<file path="config.mk">
export PLATFORM = sky130hd
export DESIGN_NAME = maze_move_engine_flat
export DESIGN_NICKNAME = d
export VERILOG_FILES = /design/src/rtl/maze_move_engine_if.sv /design/src/rtl/maze_move_engine.sv /design/src/flat_wrapper.sv
export SDC_FILE = /design/constraint.sdc
export NUM_CORES = 1
export LEC_CHECK = 0
export ABC_CLOCK_PERIOD_IN_PS = 5100
export CORE_ASPECT_RATIO = 1.75
export CORE_MARGIN = 2
export CORE_UTILIZATION = 30
export CTS_CLUSTER_DIAMETER = 100
export DETAILED_ROUTE_END_ITERATION = 7
export PLACE_DENSITY = 0.63
export SETUP_SLACK_MARGIN = 0.2
export SLEW_MARGIN = 20
export SYNTH_ARGS = -nofsm -noshare
export SYNTH_HDL_FRONTEND = slang
export SYNTH_SLANG_ARGS = --single-unit
</file>
<file path="constraint.sdc">
create_clock -name CLK -period 5.1 [get_ports CLK]
set_clock_uncertainty 0.05 [all_clocks]
set_input_delay 1.53 -clock CLK [delete_from_list [all_inputs] [get_ports CLK]]
set_output_delay 1.53 -clock CLK [all_outputs]
set_load 0.01 [all_outputs]
</file>
<file path="src/rtl/maze_move_engine_if.sv">
// Key strobe and wall-map read port shared by maze_move_engine and its host.
// The host side (master) drives keys and map data; the engine side (slave) drives the address.
interface maze_move_engine_if #(
    parameter int COORD_W = 6
);
    logic               KEY_STB;
    logic [7:0]         KEY_CODE;
    logic [COORD_W-1:0] WALL_X;
    logic [COORD_W-1:0] WALL_Y;
    logic               WALL_Q;

    modport master (
        output KEY_STB, KEY_CODE, WALL_Q,
        input  WALL_X, WALL_Y
    );

    modport slave (
        input  KEY_STB, KEY_CODE, WALL_Q,
        output WALL_X, WALL_Y
    );
endinterface

</file>
<file path="src/rtl/maze_move_engine.sv">
// Maze player-movement engine: key decode, wall-map check, steps, win and pulses.
// Optional undo history is enabled by defining MAZE_UNDO_EN.
module maze_move_engine #(
    parameter int COORD_W    = 6,
    parameter int GRID_W     = 40,
    parameter int GRID_H     = 30,
    parameter int START_X    = 1,
    parameter int START_Y    = 1,
    parameter int GOAL_X     = 38,
    parameter int GOAL_Y     = 28,
    parameter int STEP_W     = 16,
    parameter int UNDO_DEPTH = 8
) (
    input  logic               CLK,
    input  logic               RST,
    maze_move_engine_if.slave  bus,
    output logic [COORD_W-1:0] BALL_X,
    output logic [COORD_W-1:0] BALL_Y,
    output logic [STEP_W-1:0]  STEPS,
    output logic               WIN,
    output logic               BUSY,
    output logic               CLICK,
    output logic               BUMP
);
    typedef enum logic [1:0] {IDLE, REQ, CHK, WON} state_t;

    localparam logic [COORD_W-1:0] SX = COORD_W'(START_X);
    localparam logic [COORD_W-1:0] SY = COORD_W'(START_Y);
    localparam logic [COORD_W-1:0] GX = COORD_W'(GOAL_X);
    localparam logic [COORD_W-1:0] GY = COORD_W'(GOAL_Y);
    localparam logic signed [COORD_W:0] GW_S = (COORD_W+1)'(GRID_W);
    localparam logic signed [COORD_W:0] GH_S = (COORD_W+1)'(GRID_H);
    localparam logic signed [COORD_W:0] P1 = (COORD_W+1)'(1);
    localparam bit START_WON = (START_X == GOAL_X) && (START_Y == GOAL_Y);
    localparam logic [STEP_W-1:0] STEP_MAX = '1;
    localparam logic [STEP_W-1:0] STEP_ONE = STEP_W'(1);
    localparam logic [7:0] K_W  = 8'h1D;
    localparam logic [7:0] K_S  = 8'h1B;
    localparam logic [7:0] K_A  = 8'h1C;
    localparam logic [7:0] K_D  = 8'h23;
    localparam logic [7:0] K_R  = 8'h2D;

    state_t             state_q, state_d;
    logic [COORD_W-1:0] bx_q, bx_d, by_q, by_d;
    logic [COORD_W-1:0] tx_q, tx_d, ty_q, ty_d;
    logic [STEP_W-1:0]  steps_q, steps_d;
    logic               win_q, win_d;
    logic               click_q, click_d;
    logic               bump_q, bump_d;

    logic                      is_dir, in_range, restart;
    logic signed [COORD_W:0]   dx, dy, nx, ny;

`ifdef MAZE_UNDO_EN
    localparam int PW = (UNDO_DEPTH > 1) ? $clog2(UNDO_DEPTH) : 1;
    localparam int CW = $clog2(UNDO_DEPTH + 1);
    localparam logic [PW-1:0] PTR_LAST = PW'(UNDO_DEPTH - 1);
    localparam logic [PW-1:0] PTR_ONE  = PW'(1);
    localparam logic [CW-1:0] CNT_FULL = CW'(UNDO_DEPTH);
    localparam logic [CW-1:0] CNT_ONE  = CW'(1);
    localparam logic [7:0] K_BS = 8'h66;

    logic [COORD_W-1:0] hx_q [UNDO_DEPTH];
    logic [COORD_W-1:0] hx_d [UNDO_DEPTH];
    logic [COORD_W-1:0] hy_q [UNDO_DEPTH];
    logic [COORD_W-1:0] hy_d [UNDO_DEPTH];
    logic [PW-1:0]      hp_q, hp_d, hp_prev;
    logic [CW-1:0]      hc_q, hc_d;

    // hp_q is the next write slot; full history overwrites the oldest entry
    assign hp_prev = (hp_q == '0) ? PTR_LAST : hp_q - PTR_ONE;
`else
    localparam int unused_undo_depth = UNDO_DEPTH;
`endif

    always_comb begin
        is_dir = 1'b0;
        dx     = '0;
        dy     = '0;
        case (bus.KEY_CODE)
            K_W: begin is_dir = 1'b1; dy = -P1; end
            K_S: begin is_dir = 1'b1; dy = P1;  end
            K_A: begin is_dir = 1'b1; dx = -P1; end
            K_D: begin is_dir = 1'b1; dx = P1;  end
            default: ;
        endcase
        nx = $signed({1'b0, bx_q}) + dx;
        ny = $signed({1'b0, by_q}) + dy;
        in_range = !nx[COORD_W] && (nx < GW_S) &&
                   !ny[COORD_W] && (ny < GH_S);
    end

    always_comb begin
        state_d = state_q;
        bx_d    = bx_q;
        by_d    = by_q;
        tx_d    = tx_q;
        ty_d    = ty_q;
        steps_d = steps_q;
        click_d = 1'b0;
        bump_d  = 1'b0;
        restart = 1'b0;
`ifdef MAZE_UNDO_EN
        hx_d = hx_q;
        hy_d = hy_q;
        hp_d = hp_q;
        hc_d = hc_q;
`endif
        unique case (state_q)
            IDLE: begin
                if (bus.KEY_STB) begin
                    if (is_dir) begin
                        if (in_range) begin
                            tx_d    = nx[COORD_W-1:0];
                            ty_d    = ny[COORD_W-1:0];
                            state_d = REQ;
                        end else begin
                            bump_d = 1'b1;
                        end
                    end else if (bus.KEY_CODE == K_R) begin
                        restart = 1'b1;
`ifdef MAZE_UNDO_EN
                    end else if (bus.KEY_CODE == K_BS) begin
                        if (hc_q == '0) begin
                            bump_d = 1'b1;
                        end else begin
                            bx_d    = hx_q[hp_prev];
                            by_d    = hy_q[hp_prev];
                            hp_d    = hp_prev;
                            hc_d    = hc_q - CNT_ONE;
                            click_d = 1'b1;
                            if (steps_q != '0)
                                steps_d = steps_q - STEP_ONE;
                        end
`endif
                    end
                end
            end
            REQ: state_d = CHK;
            CHK: begin
                if (bus.WALL_Q) begin
                    bump_d  = 1'b1;
                    state_d = IDLE;
                end else begin
                    bx_d    = tx_q;
                    by_d    = ty_q;
                    click_d = 1'b1;
                    if (steps_q != STEP_MAX)
                        steps_d = steps_q + STEP_ONE;
`ifdef MAZE_UNDO_EN
                    hx_d[hp_q] = bx_q;
                    hy_d[hp_q] = by_q;
                    hp_d = (hp_q == PTR_LAST) ? '0 : hp_q + PTR_ONE;
                    if (hc_q != CNT_FULL)
                        hc_d = hc_q + CNT_ONE;
`endif
                    state_d = (tx_q == GX && ty_q == GY) ? WON : IDLE;
                end
            end
            WON: begin
                if (bus.KEY_STB && bus.KEY_CODE == K_R)
                    restart = 1'b1;
            end
            default: state_d = IDLE;
        endcase
        if (restart) begin
            bx_d    = SX;
            by_d    = SY;
            steps_d = '0;
            state_d = START_WON ? WON : IDLE;
`ifdef MAZE_UNDO_EN
            hp_d = '0;
            hc_d = '0;
`endif
        end
        // WIN tracks the ball position it is registered alongside
        win_d = (bx_d == GX) && (by_d == GY);
    end

    always_ff @(posedge CLK) begin
        if (RST) begin
            state_q <= START_WON ? WON : IDLE;
            bx_q    <= SX;
            by_q    <= SY;
            tx_q    <= SX;
            ty_q    <= SY;
            steps_q <= '0;
            win_q   <= START_WON;
            click_q <= 1'b0;
            bump_q  <= 1'b0;
        end else begin
            state_q <= state_d;
            bx_q    <= bx_d;
            by_q    <= by_d;
            tx_q    <= tx_d;
            ty_q    <= ty_d;
            steps_q <= steps_d;
            win_q   <= win_d;
            click_q <= click_d;
            bump_q  <= bump_d;
        end
    end

`ifdef MAZE_UNDO_EN
    always_ff @(posedge CLK) begin
        if (RST) begin
            hp_q <= '0;
            hc_q <= '0;
        end else begin
            hp_q <= hp_d;
            hc_q <= hc_d;
        end
    end

    always_ff @(posedge CLK) begin
        hx_q <= hx_d;
        hy_q <= hy_d;
    end
`endif

    assign bus.WALL_X = tx_q;
    assign bus.WALL_Y = ty_q;
    assign BALL_X     = bx_q;
    assign BALL_Y     = by_q;
    assign STEPS      = steps_q;
    assign WIN        = win_q;
    assign BUSY       = (state_q == REQ) || (state_q == CHK);
    assign CLICK      = click_q;
    assign BUMP       = bump_q;
endmodule
</file>
<file path="src/flat_wrapper.sv">
// flat-port wrapper written by rule: the top's interface ports become plain ports
module maze_move_engine_flat 
#(
    parameter int COORD_W    = 6,
    parameter int GRID_W     = 40,
    parameter int GRID_H     = 30,
    parameter int START_X    = 1,
    parameter int START_Y    = 1,
    parameter int GOAL_X     = 38,
    parameter int GOAL_Y     = 28,
    parameter int STEP_W     = 16,
    parameter int UNDO_DEPTH = 8
)
  (CLK, RST, BALL_X, BALL_Y, STEPS, WIN, BUSY, CLICK, BUMP, bus_KEY_STB, bus_KEY_CODE, bus_WALL_Q, bus_WALL_X, bus_WALL_Y);
  maze_move_engine_if #(.COORD_W(COORD_W)) bus_i ();
  input  logic CLK;
  input  logic RST;
  output logic [COORD_W-1:0] BALL_X;
  output logic [COORD_W-1:0] BALL_Y;
  output logic [STEP_W-1:0] STEPS;
  output logic WIN;
  output logic BUSY;
  output logic CLICK;
  output logic BUMP;
  input wire logic [$bits(bus_i.KEY_STB)-1:0] bus_KEY_STB;
  input wire logic [$bits(bus_i.KEY_CODE)-1:0] bus_KEY_CODE;
  input wire logic [$bits(bus_i.WALL_Q)-1:0] bus_WALL_Q;
  output wire logic [$bits(bus_i.WALL_X)-1:0] bus_WALL_X;
  output wire logic [$bits(bus_i.WALL_Y)-1:0] bus_WALL_Y;
  assign bus_i.KEY_STB = bus_KEY_STB;
  assign bus_i.KEY_CODE = bus_KEY_CODE;
  assign bus_i.WALL_Q = bus_WALL_Q;
  assign bus_WALL_X = bus_i.WALL_X;
  assign bus_WALL_Y = bus_i.WALL_Y;
  maze_move_engine #(.COORD_W(COORD_W), .GRID_W(GRID_W), .GRID_H(GRID_H), .START_X(START_X), .START_Y(START_Y), .GOAL_X(GOAL_X), .GOAL_Y(GOAL_Y), .STEP_W(STEP_W), .UNDO_DEPTH(UNDO_DEPTH)) u_core (.CLK(CLK), .RST(RST), .bus(bus_i), .BALL_X(BALL_X), .BALL_Y(BALL_Y), .STEPS(STEPS), .WIN(WIN), .BUSY(BUSY), .CLICK(CLICK), .BUMP(BUMP));
endmodule
</file>
Yosys cells after proc, flatten, opt, wreduce, memory -nomap -nowiden
Index checks and enable logic that the tools add are counted.

storage, ports and cells
  register bits after elaboration = 45
  bits of input ports = 12
  logic and storage cells = 75

operators by class
  add/sub/neg operators = 3
  equal/unequal tests = 16
  $lt $le $gt $ge = 2
  muxes and demuxes = 26
  bitwise gates (word level) = 2
  reduce and logical (&&, ||, !) cells = 17

operators by type and width
  operator                 number
  $mux W6                  6
  $pmux W7 S2              2
  $eq A8 B5 Y1 const B     3
  $add A16 B1 Y16 const B  1
  $eq A8 B6 Y1 const B     2
  $ne A16 B16 Y1 const B   1
  $add A7 B7 Y7            2
  $eq A6 B5 Y1 const B     2
  $eq A6 B6 Y1 const B     2
  $mux W1                  10
  $mux W2                  5
  $reduce_and A4 Y1        2
  $lt A7 B6 Y1 const B     1
  $lt A7 B7 Y1 const B     1
  $logic_and A1 B1 Y1      6
  $pmux W2 S3              1
  $eq A2 B2 Y1 const B     2
  $ne A2 B1 Y1 const B     2
  $pmux W1 S2              2
  $reduce_or A2 Y1         2
  $reduce_or A4 Y1         1
  $reduce_and A3 Y1        1
  $reduce_bool A3 Y1       1
  $eq A2 B1 Y1 const B     1
  other kinds (5)          7

Depth between registers and ports, before layout
Gate-level depths: netlist (run 1).

  depth in word-level cells = 11
  mapped depth = 13
  gate-level depth less buffers = 12

Worst setup path before layout (run 1)
No wires, ideal clock.

  path kind = input to register
  from = input port bus_KEY_CODE[7]
  to = register u_core.ty_q[4], in the netlist u_core.bus.WALL_Y[4]
  arrival time = 4674 ps
  data required time = 4980 ps
  path buffers = 1
  library setup time = 70 ps
  stages = 11
  setup slack = 306 ps
  path through = or3b_1 > clkbuf_2 > or4_4 > inv_1 > ha_1 > xor2_1 > a2111oi_0 > a31oi_1 > a311o_2 > or4_1 > a21oi_1

on the way
  word-level cells in the longest chain between the ends = 8
  elaborated cells between the ends (all ways) = 18
  classes of those cells = 2 x add/sub; 2 x order compare; 4 x eq/ne; 3 x mux; 7 x reduce/logical

ends and longest elaborated chain
  item                                                     RTL line                 text
  start, declared                                          flat_wrapper.sv:26       input wire logic [$bits(bus_i.KEY_CODE)-1:0] bus_KEY_CODE;
  $eq A8 B6 Y1 / $eq A8 B5 Y1 (equally long branches)      maze_move_engine.sv:80   case (bus.KEY_CODE)
  $pmux W7 S2                                              maze_move_engine.sv:80
  $add A7 B7 Y7                                            maze_move_engine.sv:87   nx = $signed({1'b0, bx_q}) + dx;
  $lt A7 B7 Y1 / $logic_not A1 Y1 (equally long branches)  maze_move_engine.sv:89   in_range = !nx[COORD_W] && (nx < GW_S) &&
  $logic_and A1 B1 Y1 (2 in series)                        maze_move_engine.sv:89
  $logic_and A1 B1 Y1                                      maze_move_engine.sv:90   !ny[COORD_W] && (ny < GH_S);
  $reduce_and A4 Y1 (no line)                              --
  end signal, assigned                                     maze_move_engine.sv:196  ty_q <= ty_d;
  end, declared                                            maze_move_engine.sv:45   logic [COORD_W-1:0] tx_q, tx_d, ty_q, ty_d;

Several ways; a longest one is shown, not always the timed one.
A chain may end at the register's enable or synchronous reset.

Worst setup path in the final report (run 1)
  from = input port bus_KEY_CODE[3]
  to = register u_core.ty_q[4], in the netlist u_core.bus.WALL_Y[4]

The elaborated chain is that of the path after synthesis.

==> impl_results.md, run 1 <==
* Vias in the first global route at 2790
* Rows at between 40 and 50
* Mean post-synth cell area at just over 8 um^2
* Commonest non-fill, non-tap cell in the layout: clkdlybuf4s50_1
* Synthesized cell area at between 0.002 and 0.003 mm^2
* Finished Cell Area at 0.00375 mm^2
* Final Cycle Share at between 90% and 100%
* Iteration-0 DRC Markers at between 100 and 150
* Drt total wl at roughly 8200 um
* Setup slack, reg-to-reg at 2.20 ns
* Initial Utilization at roughly 31%
* Pwr Total at 707 uW
* Setup repair after global routing missed its margin: yes
* Worst setup SP type: primary input
* Drt via density at ~5.2
* PD cells at about 190 mW/mm^2
* Routability cong. at 0.855
* Total negative slack at 0 ns
* Detailed placement HPWL at between 6000 and 7000 um
* Congestion Overflow GR at 0
* Share of cells above drive strength 1 at ~15%
* Commonest non-fill, non-tap cells in the layout: clkdlybuf4s50_1, dfxtp_1, nand2_1
* Fmax at between 200 and 250 MHz
* Critical path type: primary input to flip-flop
* Root Driver: clkbuf_16
* H-tree levels at 2
* Core ar. at ~0.0086 mm^2
* Post-synth EDFFs at 0
* Initial DRT Pass Iterations at 4
* Seq/Total Area, Yosys at 34.0%
* Max VDD drop at ~180 uV
* Global-route wire length before repair at between 10000 and 15000 um
* Total of max-cap violations at 0
* Count of cell types in the netlist at 64
* Busiest grt layer: met2
* Post-synthesis mux area share at 1.18%
* Synth Net Count at 350
* Crit end category: flip-flop
* Worst rel slew slack at 33.0%
* Drt wl/cell at approximately 16 um
* Largest net degree at the start of global routing at 27
* Post-synthesis xor/xnor area fraction at approximately 7.6%
* Fin. Hold Viols at 0
* # DRC at 0
* Die area at 0.00963 mm^2
* ANT cells at 0
* Post-DP Area at around 0.0035 mm^2
* Commonest register cell after synthesis: dfxtp_1
* Final WS setup at between 0.2 and 0.3 ns
* Number of I/O port buffers at 55
* Slew Viols, Final at 0
* Routed Antenna Nets at 0
* Worst min-delay path category: flip-flop to flip-flop
* Cells after Synth at ~320
* Register bit count reported by yosys at 45
* Die Wd at ~75 um
* Synth-to-Final Area Change at 41.5%
* CTS Buffer Depth at 2
* Initial antenna violation count at 0
* Status: finished clean
* Clk Latency, worst-skew pair at about 0.29 ns
* Nets@finish at about 440
* GR Util met1 at 19.9%
* Synth Area in Compound Gates at 20.1%
* Setup Fix Bufs, Post-CTS at 0
* Worst EP required at between 5 and 6 ns
* Vias at between 2000 and 3000
* Final setup fails at 0
* Synth warnings at 0
* CP max FO at 2
* GRT met3 Usage at 3.38%
* CTS buffer count at 5
* Clock transition at path regs at about 0.060 ns
* Met2 Track Usage GR at between 30% and 40%
* Worst Tran Pin Value at between 1 and 1.5 ns
* CP arrival at between 4 and 5 ns
* CTS tree: built
* Synth Area in Simple Gates at 24.5%
* GRT Resource Usage Total at roughly 18%
* Area share of fa/ha/maj cells after synthesis at about a tenth
* Pre-CTS setup slack at -0.223 ns
* TritonCTS Sinks at 45
* Post-cts hold buffer count at 0
* IO Pins at 56
* Die Ht at about 130 um
* Crit path time final at 4.84 ns
* Dominant combinational cell family by area after synthesis: simple AND/OR/NAND/NOR gates
* Post-synth ARST share at 0%
* Leakage power at roughly 0.0015 uW
## area by class of cell
type	instances	area (um^2)
clock buffer	7	143
fill	857	4870
inverter	7	28.8
multi-input combinational	256	1720
sequential	45	901
tap	117	146
timing repair buffer	89	806
## kinds of logic after synthesis
kind of cell | after synthesis
buf+inv | 18
fa+ha+maj | 19
simple gates | 132
xor+xnor | 22
compound gates | 80
flops | 45
mux | 3
## layer usage
metal / wire length [um] / vias up
met3: 348 / 23
met5: 0 / -
met1: 3290 / 1267
li1: - / 1330
met2: 4220 / 67
met4: 357 / 0
## per-stage QoR
stage / std cells / util (%) / hold slack, ns
final: 521 / 43.5 / 0.436
after global routing: 521 / 43.5 / 0.474
after CTS: 521 / 42.9 / 0.436
after detailed placement: 514 / 41.1 / 0.432
after global placement: 514 / 41.1 / 0.430
after floorplan: 319 / - / 0.431
## power breakdown
part           switching (uW)  internal, uW  leakage [uW]  total, uW
Sequential              0.271           352      0.000362        352
Clock                     130           192     0.0000700        322
Combinational            16.6          15.8       0.00103       32.4
## flip-flops by register name, summed over array words and instances, names as in the netlist
name and count:
u_core.state_q 2, u_core.STEPS 16, u_core.bus.WALL_Y 6, u_core.bus.WALL_X 6
u_core.BALL_X 6, u_core.BALL_Y 6, u_core.WIN 1, u_core.CLICK 1
u_core.BUMP 1
## Yosys cell counts (2+ instances only)
| library cell | number | share of area, % |
|---|---|---|
| nand3_1 | 22 | 4.2 |
| inv_1 | 6 | 0.85 |
| or2b_1 | 2 | 0.57 |
| a21o_2 | 3 | 0.99 |
| nand2b_1 | 2 | 0.47 |
| a31oi_1 | 2 | 0.47 |
| o21ai_0 | 18 | 3.4 |
| xor2_1 | 13 | 4.3 |
| fa_1 | 2 | 1.5 |
| a21oi_1 | 24 | 4.5 |
| dfxtp_1 | 45 | 34 |
| nor3_1 | 5 | 0.94 |
| nand2_1 | 40 | 5.7 |
| o21bai_1 | 2 | 0.57 |
| nor3b_1 | 2 | 0.57 |
| o211a_1 | 2 | 0.76 |
| mux2i_1 | 2 | 0.76 |
| clkbuf_2 | 2 | 0.38 |
| nor4_1 | 2 | 0.47 |
| or4_1 | 2 | 0.57 |
| a21o_1 | 2 | 0.57 |
| ha_1 | 17 | 8.0 |
| nand4_1 | 8 | 1.9 |
| o2111ai_1 | 3 | 0.99 |
| clkbuf_1 | 5 | 0.71 |
| nor2_1 | 32 | 4.5 |
| nor2b_1 | 2 | 0.47 |
| and3_1 | 2 | 0.47 |
| a211oi_1 | 6 | 1.7 |
| xnor2_1 | 8 | 2.6 |
| a2111oi_0 | 3 | 0.99 |
## critical path: stages
cell	delay [ns]
clkdlybuf4s50_1	0.49
or3b_4	0.39
or4_4	0.45
buf_4	0.17
nand2_1	0.06
ha_2	0.19
fa_2	0.21
a211oi_2	0.10
mux2_2	0.24
a31oi_1	0.10
a311o_2	0.41
or4_1	0.52
a21oi_2	0.15
## what timing repair did
| item | in CTS | in global routing |
|---|---|---|
| gates resized for setup | 4 | 11 |
| pin swaps | 0 | 2 |
| setup endpoints to repair | 8 | 13 |
## path summary, 6_finish.rpt
kind	from	cells past startpoint	endpoint
min reg2reg	u_core.bus.WALL_X[3]$_SDFFE_PP0P_	2	u_core.BALL_X[3]$_SDFF_PP0_
max reg2reg	u_core.BALL_Y[0]$_SDFF_PP1_	9	u_core.state_q[1]$_SDFFE_PP0P_
min	u_core.bus.WALL_X[3]$_SDFFE_PP0P_	2	u_core.BALL_X[3]$_SDFF_PP0_
max	bus_KEY_CODE[3]	13	u_core.bus.WALL_Y[4]$_SDFFE_PP0P_
(Power assumes the default switching activity.)
==> run 2, diff against run 1 <==
CORE_MARGIN = 8   (was 2)
DONT_BUFFER_PORTS = 1   (was unset)
PLACE_DENSITY = 0.55   (was 0.63)
==> run 2 against run 1 <==
Via count shrank 11%; sequential share of layout area grew 6.3 points; flip-flop and latch count is the same; largest cell class unchanged; cell area shrank 21%; global-route usage shrank 4.2 points; power grew 3.9%; core utilization shrank 9.0 points; fmax grew 4.8%; setup slack gained 0.22 ns; final cell count shrank 15%; sequential power is essentially flat; first-iteration DRC count shrank 34%.
==> impl_results.md, run 2 (synthesis gave the netlist of run 1 again) <==
* Reg2reg end: u_core.state_q[0]$_SDFFE_PP0P_
* CTS buffer count at 5
* CP Buf/Inv Count at 1
* Final Non-Filler Cells at between 400 and 500
* Fmax at ~220 MHz
* Drt wl/cell at ~19 um
* Drt total wl at roughly 8200 um
* Root Driver: clkbuf_16
* Total of max-cap violations at 0
* Busiest grt layer: met2
* Met2 Track Usage GR at between 20% and 30%
* DP Cell Count at 434
* Worst Tran Pin Value at between 0.9 and 1 ns
* Fillers at 935
* Rows at between 40 and 50
* Worst min-delay path category: flip-flop to flip-flop
* Vias at 2400
* Commonest non-fill, non-tap cells in the layout: dfxtp_1, nand2_1, nor2_1
* Delay of the slowest cell on the worst path at about 0.53 ns
* # DRC at 0
* Number of I/O port buffers at 0
* Max VDD drop at between 150 and 200 uV
* Crit path max-delay cell type: or4_4
* Max reg flops at 16
* Critical Path Sink: u_core.bus.WALL_Y[4]$_SDFFE_PP0P_
* Initial antenna violation count at 0
* Final WS setup at 0.484 ns
* GRT met3 Usage at 5.21%
* Die area at around 0.012 mm^2
* Drt via density at ~5.4
* CTS tree: built
* Synth-to-Final Area Change at 12.1%
* CP max FO at 6
* H-tree levels at 2
* Worst EP required at about 5.3 ns
* Final setup fails at 0
* CTS resizes at 0
* Fin. Hold Viols at 0
* Critical path type: primary input to flip-flop
* TritonCTS Sinks at between 40 and 50
* ANT cells at 0
* CTS Buffer Depth at 2
* Nets@finish at about 360
* R2r worst-path depth at 8
* Congestion Overflow GR at 0
* Top Family by Delay on Critical Path: simple AND/OR/NAND/NOR gates
* Status: finished clean
* Largest net degree at the start of global routing at 27
* GR Util met1 at 12.9%
* Worst setup SP type: primary input
* Total negative slack at 0 ns
* Detailed placement HPWL at 6300 um
* Crit end category: flip-flop
* Critical Path Stages at 10
* Initial DRT Pass Iterations at 5
* Routability cong. at ~0.89
* Final Cycle Share at between 90 and 100%
* Core ar. at approximately 0.0086 mm^2
* Clk Latency, worst-skew pair at 0.29 ns
* Die Ht at around 140 um
* Die Wd at 87.0 um
* CP cell instances: or3b_1 -> or4_4 -> inv_1 -> ha_1 -> a21o_1 -> a211oi_1 -> o21ai_0 -> a311o_2 -> or4_1 -> a21oi_1
* IO Pins at 56
* Post-cts hold buffer count at 0
* Origin of the worst setup path: bus_KEY_CODE[7]
* Pre-CTS setup slack at 0.234 ns
* PD cells at 247 mW/mm^2
* Setup slack, reg-to-reg at approximately 2.0 ns
* Iteration-0 DRC Markers at 88
* Setup Fix Bufs, Post-CTS at 0
* GRT Resource Usage Total at between 10% and 20%
* Clock transition at path regs at ~0.070 ns
* Slew Viols, Final at 0
* CP arrival at 4.79 ns
* Initial Utilization at a little under a third
* R2R Path Start: u_core.BALL_Y[0]$_SDFF_PP1_
* Crit path time final at between 4 and 5 ns
* Vias in the first global route at 2363
* Worst rel slew slack at 34.7%
* Commonest non-fill, non-tap cell in the layout: dfxtp_1
* Global-route wire length before repair at ~13000 um
* Setup repair after global routing missed its margin: no
* Share of cells above drive strength 1 at between 8 and 9%
* Routed Antenna Nets at 0
* Leakage power at about 0.0011 uW
[run 2: changes by cell type in the layout (fill, tap and decap cells not counted), moves of 2 or more]
cell / before / now
clkdlybuf4s50_1: 55 / 0
a211oi_1: 3 / 6
a211oi_2: 2 / 0
buf_4: 34 / 9
[run 2: area by class of cell]
class                   count  area, um^2  share of cell area (%)
repair buffers              9        67.6                    2.28
flip-flops and latches     45         901                    30.3
multi-input cells         256        1670                    56.2
inverters                   7        26.3                   0.885
well taps                 117         146                    4.93
clock inverters             2        35.0                    1.18
clock buffers               5         125                    4.21
[run 2: power by group]
part	total, uW	internal, uW	switching, uW
clock network	366	228	139
registers	352	352	0.383
logic	16.3	5.86	10.5
total	734	585	149
[run 2: worst register-to-register path, delay by kind of cell, from the launching register on]
family	cells	cell delay [ns]
adders and majority gates	2	0.73
DFF	1	0.38
muxes	1	0.18
AOI/OAI and AO/OA	5	1.65
[run 2: worst min-delay path by stage]
stage / start / end / slack [ns] / cells after the start
floorplan: u_core.state_q[0]$_SDFFE_PP0P_ / u_core.state_q[0]$_SDFFE_PP0P_ / 0.43 / 2
global placement: u_core.state_q[0]$_SDFFE_PP0P_ / u_core.state_q[0]$_SDFFE_PP0P_ / 0.45 / 2
detailed placement: u_core.state_q[0]$_SDFFE_PP0P_ / u_core.state_q[0]$_SDFFE_PP0P_ / 0.46 / 2
CTS: u_core.state_q[0]$_SDFFE_PP0P_ / u_core.state_q[0]$_SDFFE_PP0P_ / 0.47 / 2
global route: u_core.state_q[0]$_SDFFE_PP0P_ / u_core.state_q[0]$_SDFFE_PP0P_ / 0.51 / 2
finish: u_core.state_q[0]$_SDFFE_PP0P_ / u_core.state_q[0]$_SDFFE_PP0P_ / 0.47 / 2
[run 2: metal layers]
| layer | share of wire (%) | vias up |
|---|---|---|
| li1 | - | 1168 |
| met1 | 35 | 1119 |
| met2 | 51 | 93 |
| met3 | 9.4 | 20 |
| met4 | 3.9 | 0 |
| met5 | 0 | - |
[run 2: metrics by stage]
stage / utilization (%) / power (uW) / area [um^2] / hold slack [ns]
after detailed placement: 32.6 / 377 / 2810 / 0.464
final: 34.5 / 734 / 2970 / 0.470
after global placement: 32.6 / 377 / 2810 / 0.449
after CTS: 34.4 / 743 / 2970 / 0.473
after global routing: 34.5 / 758 / 2970 / 0.513
after floorplan: - / 373 / 2650 / 0.431
